File: config.mk
export PLATFORM = sky130hd
export DESIGN_NAME = gpll_dps_ctrl
export DESIGN_NICKNAME = d
export VERILOG_FILES = /design/src/rtl/gpll_ctrl_pkg.sv /design/src/rtl/gpll_sync_bit.sv /design/src/rtl/gpll_dps_ctrl.sv
export SDC_FILE = /design/constraint.sdc
export NUM_CORES = 1
export LEC_CHECK = 0
export ABC_CLOCK_PERIOD_IN_PS = 5100
export BUFFER_PORTS_ARGS = -buffer_cell sky130_fd_sc_hd__buf_2
export CAP_MARGIN = 20
export CORE_MARGIN = 2
export CORE_UTILIZATION = 45
export CTS_BUF_LIST = sky130_fd_sc_hd__clkbuf_4 sky130_fd_sc_hd__clkbuf_8
export DETAILED_ROUTE_END_ITERATION = 16
export SYNTH_ARGS = -nofsm -noshare
export SYNTH_HDL_FRONTEND = slang
export SYNTH_SLANG_ARGS = --single-unit
export TNS_END_PERCENT = 50
File: constraint.sdc
create_clock -name i_clk -period 5.1 [get_ports i_clk]
set_clock_uncertainty 0.15 [all_clocks]
set_input_delay 1.02 -clock i_clk [delete_from_list [all_inputs] [get_ports i_clk]]
set_output_delay 1.02 -clock i_clk [all_outputs]
set_load 0.05 [all_outputs]
File: src/rtl/gpll_ctrl_pkg.sv
// Shared types and constants for the GPLL reset / dynamic-phase-shift controller.
package gpll_ctrl_pkg;

  typedef enum logic [2:0] {
    ST_RST_PLL   = 3'd0,
    ST_WAIT_LOCK = 3'd1,
    ST_READY     = 3'd2,
    ST_STEP      = 3'd3,
    ST_WAIT_DONE = 3'd4,
    ST_FAIL      = 3'd5
  } state_e;

  localparam int unsigned SYNC_STAGES = 2;

  // Fastest step cadence: dps_en cycle, done through the synchroniser, edge detect.
  localparam int unsigned MIN_CYC_PER_STEP = 4;

  // Counter width able to hold max_val (at least one bit).
  function automatic int unsigned cnt_bits(input int unsigned max_val);
    int unsigned w;
    w = $clog2(max_val + 1);
    return (w < 1) ? 1 : w;
  endfunction

endpackage

File: src/rtl/gpll_sync_bit.sv
// Multi-flop synchroniser for one asynchronous PLL status bit, with optional rising-edge strobe.
module gpll_sync_bit
  import gpll_ctrl_pkg::*;
#(
  parameter bit EDGE_EN = 1'b0
) (
  input  logic i_clk,
  input  logic i_rst,
  input  logic i_async,
  output logic o_sync,
  output logic o_rise_c
);

  logic [SYNC_STAGES-1:0] r_sync;

  always_ff @(posedge i_clk) begin
    if (i_rst) begin
      r_sync <= '0;
    end else begin
      r_sync <= {r_sync[SYNC_STAGES-2:0], i_async};
    end
  end

  assign o_sync = r_sync[SYNC_STAGES-1];

  generate
    if (EDGE_EN) begin : g_edge
      logic r_prev;

      always_ff @(posedge i_clk) begin
        if (i_rst) begin
          r_prev <= 1'b0;
        end else begin
          r_prev <= o_sync;
        end
      end

      assign o_rise_c = o_sync & ~r_prev;
    end else begin : g_no_edge
      assign o_rise_c = 1'b0;
    end
  endgenerate

endmodule

File: src/rtl/gpll_dps_ctrl.sv
// GTP_GPLL sequencer: reset pulse, lock qualification, relock budget and
// handshaked dynamic-phase-shift stepping against DPS_DONE.
module gpll_dps_ctrl
  import gpll_ctrl_pkg::*;
#(
  parameter int unsigned RST_PULSE_CYC   = 16,
  parameter int unsigned LOCK_STABLE_CYC = 1024,
  parameter int unsigned DPS_TIMEOUT_CYC = 255,
  parameter int unsigned STEP_W          = 8,
  parameter int unsigned RELOCK_MAX      = 3,
  parameter int unsigned CNT_W           = 8
) (
  input  logic              i_clk,
  input  logic              i_rst,
  input  logic              i_pll_lock,
  input  logic              i_dps_done,
  input  logic              i_req_valid,
  input  logic [STEP_W-1:0] i_req_steps,
  output logic              o_req_ready,
  output logic              o_pll_rst,
  output logic              o_dps_en,
  output logic              o_dps_dir,
  output logic              o_locked,
  output logic              o_busy,
  output logic              o_seq_done,
  output logic              o_err_timeout,
  output logic              o_err_abort,
  output logic              o_fail,
  output logic [CNT_W-1:0]  o_lock_loss_cnt
);

  localparam int unsigned SEQ_MAX = (RST_PULSE_CYC > LOCK_STABLE_CYC) ? RST_PULSE_CYC
                                                                      : LOCK_STABLE_CYC;
  localparam int unsigned SEQ_W   = cnt_bits(SEQ_MAX);
  localparam int unsigned TO_W    = cnt_bits(DPS_TIMEOUT_CYC);
  localparam int unsigned MAG_W   = STEP_W + 1;

  localparam logic [SEQ_W-1:0] RST_LAST  = SEQ_W'(RST_PULSE_CYC - 1);
  localparam logic [SEQ_W-1:0] LOCK_LAST = SEQ_W'(LOCK_STABLE_CYC - 1);
  localparam logic [TO_W-1:0]  TO_LAST   = TO_W'(DPS_TIMEOUT_CYC - 1);
  localparam logic [CNT_W-1:0] CNT_SAT   = '1;

  state_e             r_state;
  logic [SEQ_W-1:0]   r_seq_cnt;
  logic [TO_W-1:0]    r_to_cnt;
  logic [MAG_W-1:0]   r_remaining;
  logic               r_req_ready;
  logic               r_pll_rst;
  logic               r_dps_en;
  logic               r_dps_dir;
  logic               r_locked;
  logic               r_busy;
  logic               r_seq_done;
  logic               r_err_timeout;
  logic               r_err_abort;
  logic               r_fail;
  logic [CNT_W-1:0]   r_lock_loss_cnt;

  logic               w_lock;
  logic               w_lock_rise_unused;
  logic               w_done_rise;
  logic [MAG_W-1:0]   w_req_ext;
  logic [MAG_W-1:0]   w_req_mag;
  logic [CNT_W-1:0]   w_loss_next;
  logic               w_relock_spent;
  logic               w_lock_lost;

  gpll_sync_bit #(.EDGE_EN(1'b0)) u_sync_lock (
    .i_clk    (i_clk),
    .i_rst    (i_rst),
    .i_async  (i_pll_lock),
    .o_sync   (w_lock),
    .o_rise_c (w_lock_rise_unused)
  );

  gpll_sync_bit #(.EDGE_EN(1'b1)) u_sync_done (
    .i_clk    (i_clk),
    .i_rst    (i_rst),
    .i_async  (i_dps_done),
    .o_sync   (),
    .o_rise_c (w_done_rise)
  );

  // One extra bit so the most negative request has an exact magnitude.
  assign w_req_ext      = {i_req_steps[STEP_W-1], i_req_steps};
  assign w_req_mag      = w_req_ext[MAG_W-1] ? MAG_W'(~w_req_ext + MAG_W'(1)) : w_req_ext;
  assign w_loss_next    = (r_lock_loss_cnt == CNT_SAT) ? r_lock_loss_cnt
                                                       : CNT_W'(r_lock_loss_cnt + CNT_W'(1));
  assign w_relock_spent = (RELOCK_MAX != 0) && (32'(w_loss_next) >= RELOCK_MAX);
  assign w_lock_lost    = !w_lock && ((r_state == ST_READY) || (r_state == ST_STEP) ||
                                      (r_state == ST_WAIT_DONE));

  always_ff @(posedge i_clk) begin
    if (i_rst) begin
      r_state         <= ST_RST_PLL;
      r_seq_cnt       <= '0;
      r_to_cnt        <= '0;
      r_remaining     <= '0;
      r_req_ready     <= 1'b0;
      r_pll_rst       <= 1'b1;
      r_dps_en        <= 1'b0;
      r_dps_dir       <= 1'b0;
      r_locked        <= 1'b0;
      r_busy          <= 1'b0;
      r_seq_done      <= 1'b0;
      r_err_timeout   <= 1'b0;
      r_err_abort     <= 1'b0;
      r_fail          <= 1'b0;
      r_lock_loss_cnt <= '0;
    end else begin
      r_dps_en   <= 1'b0;
      r_seq_done <= 1'b0;

      // Lock loss outranks done and timeout in the same cycle.
      if (w_lock_lost) begin
        r_locked        <= 1'b0;
        r_req_ready     <= 1'b0;
        r_busy          <= 1'b0;
        r_remaining     <= '0;
        r_pll_rst       <= 1'b1;
        r_seq_cnt       <= '0;
        r_lock_loss_cnt <= w_loss_next;
        if (r_state != ST_READY) begin
          r_err_abort <= 1'b1;
          r_seq_done  <= 1'b1;
        end
        if (w_relock_spent) begin
          r_fail  <= 1'b1;
          r_state <= ST_FAIL;
        end else begin
          r_state <= ST_RST_PLL;
        end
      end else begin
        unique case (r_state)
          ST_RST_PLL: begin
            r_pll_rst <= 1'b1;
            if (r_seq_cnt == RST_LAST) begin
              r_seq_cnt <= '0;
              r_pll_rst <= 1'b0;
              r_state   <= ST_WAIT_LOCK;
            end else begin
              r_seq_cnt <= r_seq_cnt + SEQ_W'(1);
            end
          end

          ST_WAIT_LOCK: begin
            if (!w_lock) begin
              r_seq_cnt <= '0;
            end else if (r_seq_cnt == LOCK_LAST) begin
              r_seq_cnt   <= '0;
              r_locked    <= 1'b1;
              r_req_ready <= 1'b1;
              r_state     <= ST_READY;
            end else begin
              r_seq_cnt <= r_seq_cnt + SEQ_W'(1);
            end
          end

          ST_READY: begin
            if (i_req_valid) begin
              r_err_timeout <= 1'b0;
              r_err_abort   <= 1'b0;
              if (w_req_mag == '0) begin
                r_seq_done <= 1'b1;
              end else begin
                r_remaining <= w_req_mag;
                r_dps_dir   <= ~i_req_steps[STEP_W-1];
                r_dps_en    <= 1'b1;
                r_busy      <= 1'b1;
                r_req_ready <= 1'b0;
                r_state     <= ST_STEP;
              end
            end
          end

          ST_STEP: begin
            r_to_cnt <= '0;
            r_state  <= ST_WAIT_DONE;
          end

          ST_WAIT_DONE: begin
            if (w_done_rise) begin
              r_remaining <= r_remaining - MAG_W'(1);
              if (r_remaining == MAG_W'(1)) begin
                r_seq_done  <= 1'b1;
                r_busy      <= 1'b0;
                r_req_ready <= 1'b1;
                r_state     <= ST_READY;
              end else begin
                r_dps_en <= 1'b1;
                r_state  <= ST_STEP;
              end
            end else if (r_to_cnt == TO_LAST) begin
              r_err_timeout <= 1'b1;
              r_seq_done    <= 1'b1;
              r_remaining   <= '0;
              r_busy        <= 1'b0;
              r_req_ready   <= 1'b1;
              r_state       <= ST_READY;
            end else begin
              r_to_cnt <= r_to_cnt + TO_W'(1);
            end
          end

          ST_FAIL: begin
            r_pll_rst <= 1'b1;
            r_fail    <= 1'b1;
          end

          default: begin
            r_state <= ST_RST_PLL;
          end
        endcase
      end
    end
  end

  assign o_req_ready     = r_req_ready;
  assign o_pll_rst       = r_pll_rst;
  assign o_dps_en        = r_dps_en;
  assign o_dps_dir       = r_dps_dir;
  assign o_locked        = r_locked;
  assign o_busy          = r_busy;
  assign o_seq_done      = r_seq_done;
  assign o_err_timeout   = r_err_timeout;
  assign o_err_abort     = r_err_abort;
  assign o_fail          = r_fail;
  assign o_lock_loss_cnt = r_lock_loss_cnt;

endmodule

# Yosys cells after proc, flatten, opt, wreduce, memory -nomap -nowiden
# Index checks and enable logic that the tools add are counted.
# word_totals
regBits	54
input_bits	13
word_cells	147
# op_classes
add_sub_neg	5
order_cmp	1
eq_ne	29
muxes	63
bitwise	6
reduce_logical	25
# ops
operator	count
9-bit 2-to-1 mux	5
1-bit 2-to-1 mux	33
11-bit 2-to-1 mux	3
3-bit 2-to-1 mux	9
8-bit 2-to-1 mux	3
11-bit case mux with 2 select lines	1
3-bit case mux with 6 select lines	1
9-bit case mux with 2 select lines	1
8-bit by 1-bit adder with 8-bit output, second input constant	2
8-bit == test, second input constant	2
8-bit case mux with 2 select lines	1
3-bit != test, second input constant	5
2-bit != test, second input constant	7
7-bit AND reduction	2
2-bit nonzero test	7
4-bit AND reduction	3
11-bit by 1-bit adder with 11-bit output, second input constant	1
11-bit by 10-bit == test with 1-bit output, second input constant	1
11-bit by 4-bit == test with 1-bit output, second input constant	1
1-bit case mux with 2 select lines	5
5-bit AND reduction	2
9-bit by 1-bit adder with 9-bit output, second input constant	1
9-bit by 1-bit == test with 1-bit output, second input constant	1
9-bit logical NOT	1
other kinds (21)	31

# Longest topological paths before layout
# logic_depth
word_depth	8
ltp_mapped	9
depth_no_buf	8

# Hierarchy
# Synthesis repeated with hierarchy kept, for this count alone.
# hier_totals
cells_unflattened	396
area_unflattened_um2	3244.4
# modules_own_cells
module	n_inst	cells_each	area_each_um2
gpll_dps_ctrl	1	383	3093.0
gpll_sync_bit (u_sync_done)	1	7	87.6
gpll_sync_bit (u_sync_lock)	1	6	63.8

# Worst setup path after synthesis
# OpenSTA, ideal clock, no wires.
# synth_path
kind	input port to flip-flop
from	input port i_req_steps[0]
to	register r_state[0]
setup_ns	0.123
t_arrival_ns	2.850
required_ns	4.827
path_slack_ns	1.977
path_stages	8
cell_sequence	inv_1 -> ha_1 -> or4b_1 -> o21ai_1 -> a221oi_2 -> nor3_2 -> a211o_1 -> mux2_1
# synth_between
elab_chain_cells	6
# synth_rtl
item	line_no	rtl
from (decl)	gpll_dps_ctrl.sv:18	input logic [STEP_W-1:0] i_req_steps,
9-bit NOT	gpll_dps_ctrl.sv:86	assign w_req_mag = w_req_ext[MAG_W-1] ? MAG_W'(~w_req_ext + MAG_W'(1)) : w_req_ext;
9-bit by 1-bit adder with 9-bit output	gpll_dps_ctrl.sv:86	
9-bit 2-to-1 mux *	gpll_dps_ctrl.sv:86	
9-bit logical NOT *	gpll_dps_ctrl.sv:163	if (w_req_mag == '0) begin
3-bit != test (no line) *	--	
7-bit AND reduction (no line) *	--	
to (signal assigned)	gpll_dps_ctrl.sv:95	r_state <= ST_RST_PLL;
to (signal assigned)	gpll_dps_ctrl.sv:171	r_state <= ST_STEP;
to (signal assigned)	gpll_dps_ctrl.sv:178	r_state <= ST_WAIT_DONE;
to (decl)	gpll_dps_ctrl.sv:43	state_e r_state;
# Every way passes the cells marked *; elsewhere a longest branch is shown, timed or not.
# A chain may end at the register's enable or synchronous reset.

# Worst setup path after layout
# layout_path
from	input port i_req_steps[0]
to	register r_state[2]
# The elaborated chain is that of the path after synthesis.

==> results.md <==
* WHS at 0.297 ns
* Largest family of logic cells by synthesized area: simple AND/OR/NAND/NOR gates
* N_diodes at 0
* TritonRoute pass-1 iters at 4
* Final WL at 7.35 mm
* Critical path fanouts, max at 7
* GP Congestion at about 0.86
* Dpl ws at approximately 1.6 ns
* Post-synthesis mux area share at 0.0231
* Post-cts sizing count at 0
* Fin. max-slew vios at 0
* Placed Cells incl. Taps at 497
* Number of synthesized flops with an enable pin at 0
* Setup crit start kind: primary input
* Die H at 88.3 um
* TritonCTS clock tree: built
* Clk_lat worst skew at around 0.30 ns
* Fmax at between 300 and 400 MHz
* Crit-path slowest cell: or4b_1
* I/O pin cnt at 31
* CP required at ~5 ns
* VDD IR max at about 0.17 mV
* Xor-xnor portion of the synthesized cell area at 0.0685
* Hold_buf cts at 0
* RSZ-0062 raised after global routing: no
* Root Buffer: clkbuf_8
* Tcrit/Tclk final at 0.619
* Drt drc at 0
* Tightest Pin Transition at around 0.83 ns
* Critical path type: in -> reg
* GRT overflow at 0
* PortBufs at 30
* Cts bufs inserted at 5
* TritonCTS Sinks at 54
* Worst reg-to-reg setup slack at around 2.1 ns
* Crit path DAT at approximately 3.2 ns
* Complex-gate fraction of the synthesized area at 0.209
* Largest stage delay, worst path at 0.48 ns
* Share of the synthesized area in the top cell type at 0.338
* Syn Area/Cell at about 8.2 um2
* Hold_sp: u_sync_done.r_sync[0]
* WL/cell at between 10 and 15 um
* Met2 usage at 0.305
* Vias in the first global route at 2529
* M1 GR Usage at 0.274
* Hold depth at 1
* Die W at 88.3 um
* Hold WC Path Type: reg -> reg
* Per-cell via count in the routed design at approximately 5.6
* Critical path cell sequence: buf_2 > inv_1 > ha_1 > or4b_1 > o21ai_1 > a221oi_2 > nor3_2 > a211o_1 > mux2_1
* Element type at the critical path end: register
* Leak Pwr at 1.28 nW
* Max Cap Viol at 0
* Clk buf depth at 2
* Share of cells above drive strength 1 at 0.130
* Beginning of the critical path: i_req_steps[0]
* Simple-gate share of the synthesized area at 0.286
* Layout Nets at around 430
* Reg2reg start: r_state[2]
* Worst relative slew slack at 0.443
* Synth-to-layout area growth at 8.81%
* Area contributors post-synth: dfxtp_1, nor2_1, nand2_1
* H-tree depth at 2
* #FFs+latches synth at 54
* Clk slew on worst S/H paths at approximately 0.1 ns
* CP delay by family, top: simple AND/OR/NAND/NOR gates
* Std-Cell Rows at 30
* ANT nets after route at 0
* Worst r2r dst: r_state[2]
* Syn Inst Count at ~390
* Final min period at roughly 3.2 ns
* Mapped Area at 3200 um2
* FFs w/ async S/R, synth at 0
* Total track usage at 0.194
* Worst r2r path cells at 6
* P per Cell Area at between 200 and 250 nW/um2
* GR Layer Usage met3 at 0.0364
* Bufs and invs on worst path at 2
* Core Area at 6830 um2
* Post-synthesis net count at 409
* Worst Hold Endpoint: u_sync_done.r_sync[1]
* Pin count of the biggest net entering global routing at 30
* Initial DRC count at slightly above 100
* Final hold vios at 0
* Post-Layout Cell Count at between 500 and 600
* Final setup fails at 0
* Post-Synth Adder-Cell Area at 0.0313
* Initial Util at 0.468
* Count of warnings emitted by yosys at 0
* Status: finished, final reports clean
* Seq/Total Area, Yosys at 0.338
* Setup Buffers After CTS at 0
* Synth unique cells at about 70
* Most Crowded Layer GR: met2
* Final setup TNS at 0 ns
* PnR worst setup slack at around 1.9 ns
* Top_reg_cell synth: dfxtp_1
* DP HPWL at roughly 5.4 mm
* First-pass GRT wire length at about 12 mm
* Initial antenna violation count at 0
* Area leader, netlist: dfxtp_1
* Via count at approximately 2800
* Die Area at between 7000 and 8000 um2
[cell usage in the layout (no fill, tap or decap), types with 3 or more instances in the layout]
| cell | synthesis | routed |
|---|---|---|
| dfxtp_1 | 54 | 54 |
| nor2_1 | 47 | 47 |
| nand2_1 | 34 | 34 |
| buf_2 | 1 | 30 |
| a21oi_1 | 21 | 21 |
| o21ai_0 | 15 | 15 |
| xnor2_1 | 14 | 14 |
| inv_1 | 13 | 13 |
| nand2b_1 | 13 | 13 |
| xor2_1 | 11 | 11 |
| nor2b_1 | 11 | 11 |
| nand3_1 | 10 | 10 |
| nor3_1 | 10 | 10 |
| nand4_1 | 8 | 8 |
| ha_1 | 8 | 8 |
| and3_1 | 6 | 6 |
| clkbuf_8 | 0 | 6 |
| o31ai_1 | 5 | 5 |
| a32oi_1 | 5 | 5 |
| mux2i_1 | 4 | 4 |
| nor4_1 | 4 | 4 |
| and2_1 | 4 | 4 |
| or4_1 | 3 | 3 |
| or3_1 | 3 | 3 |
| o21ai_1 | 3 | 3 |
| mux2_1 | 3 | 3 |
| a211oi_1 | 3 | 3 |
| and4_1 | 3 | 3 |
| a31oi_1 | 3 | 3 |
| o311ai_0 | 3 | 3 |
[state kept, by name (all words and copies together), names as in the netlist, 2 cells and up]
signal              count
u_sync_done.r_sync      2
o_lock_loss_cnt         8
u_sync_lock.r_sync      2
r_seq_cnt              11
r_remaining             9
r_state                 3
r_to_cnt                8
[logic make-up (layout without fill, tap and decap cells)]
kind of cell / Yosys count / after routing
mux: 7 / 7
simple gates: 171 / 171
fa+ha+maj: 8 / 8
xor+xnor: 25 / 25
buf+inv: 31 / 52
flops: 54 / 54
compound gates: 92 / 92
[cell type report]
| type | instances | area [um2] |
|---|---|---|
| sequential | 54 | 1080 |
| timing repair buffer | 30 | 150 |
| inverter | 14 | 52.6 |
| fill | 691 | 3350 |
| clock buffer | 7 | 90.1 |
| multi-input combinational | 303 | 1980 |
| clock inverter | 1 | 8.76 |
| tap | 96 | 120 |
[Yosys cell counts, types with 5 or more instances]
master / instances
nand2b_1: 13
nand4_1: 8
ha_1: 8
xnor2_1: 14
nor2b_1: 11
nor2_1: 47
o31ai_1: 5
clkbuf_1: 10
nand2_1: 34
nand3_1: 10
inv_1: 13
dfxtp_1: 54
nor3_1: 10
a21oi_1: 21
xor2_1: 11
o21ai_0: 15
and3_1: 6
a32oi_1: 5
[worst max-delay path by stage]
stage	end	slack, ns	cells past startpoint
floorplan	r_state[0]	1.98	8
global placement	r_state[2]	1.72	9
detailed placement	r_state[2]	1.65	9
CTS	r_state[2]	1.98	9
global route	r_state[2]	1.83	9
finish	r_state[2]	1.94	9
[power by group]
group	total, mW	internal [mW]	switching [mW]	leakage [nW]
combinational	0.0970	0.0401	0.0569	0.791
sequential	0.446	0.431	0.0146	0.436
clock	0.259	0.118	0.141	0.0523
total	0.801	0.589	0.212	1.28
[metrics by stage]
| stage | utilization | power, mW | instance area [um2] |
|---|---|---|---|
| finish | 0.509 | 0.801 | 3480 |
| global placement | 0.495 | 0.550 | 3380 |
| CTS | 0.509 | 0.812 | 3480 |
| floorplan | - | 0.527 | 3200 |
| detailed placement | 0.495 | 0.552 | 3380 |
| global route | 0.509 | 0.841 | 3480 |
[metal layers]
layer	share of wire	up-vias
met5	0	-
met4	0.011	0
met3	0.038	9
met2	0.46	54
met1	0.49	1313
li1	-	1462
No activity file was read; power rests on OpenSTA's default activity.
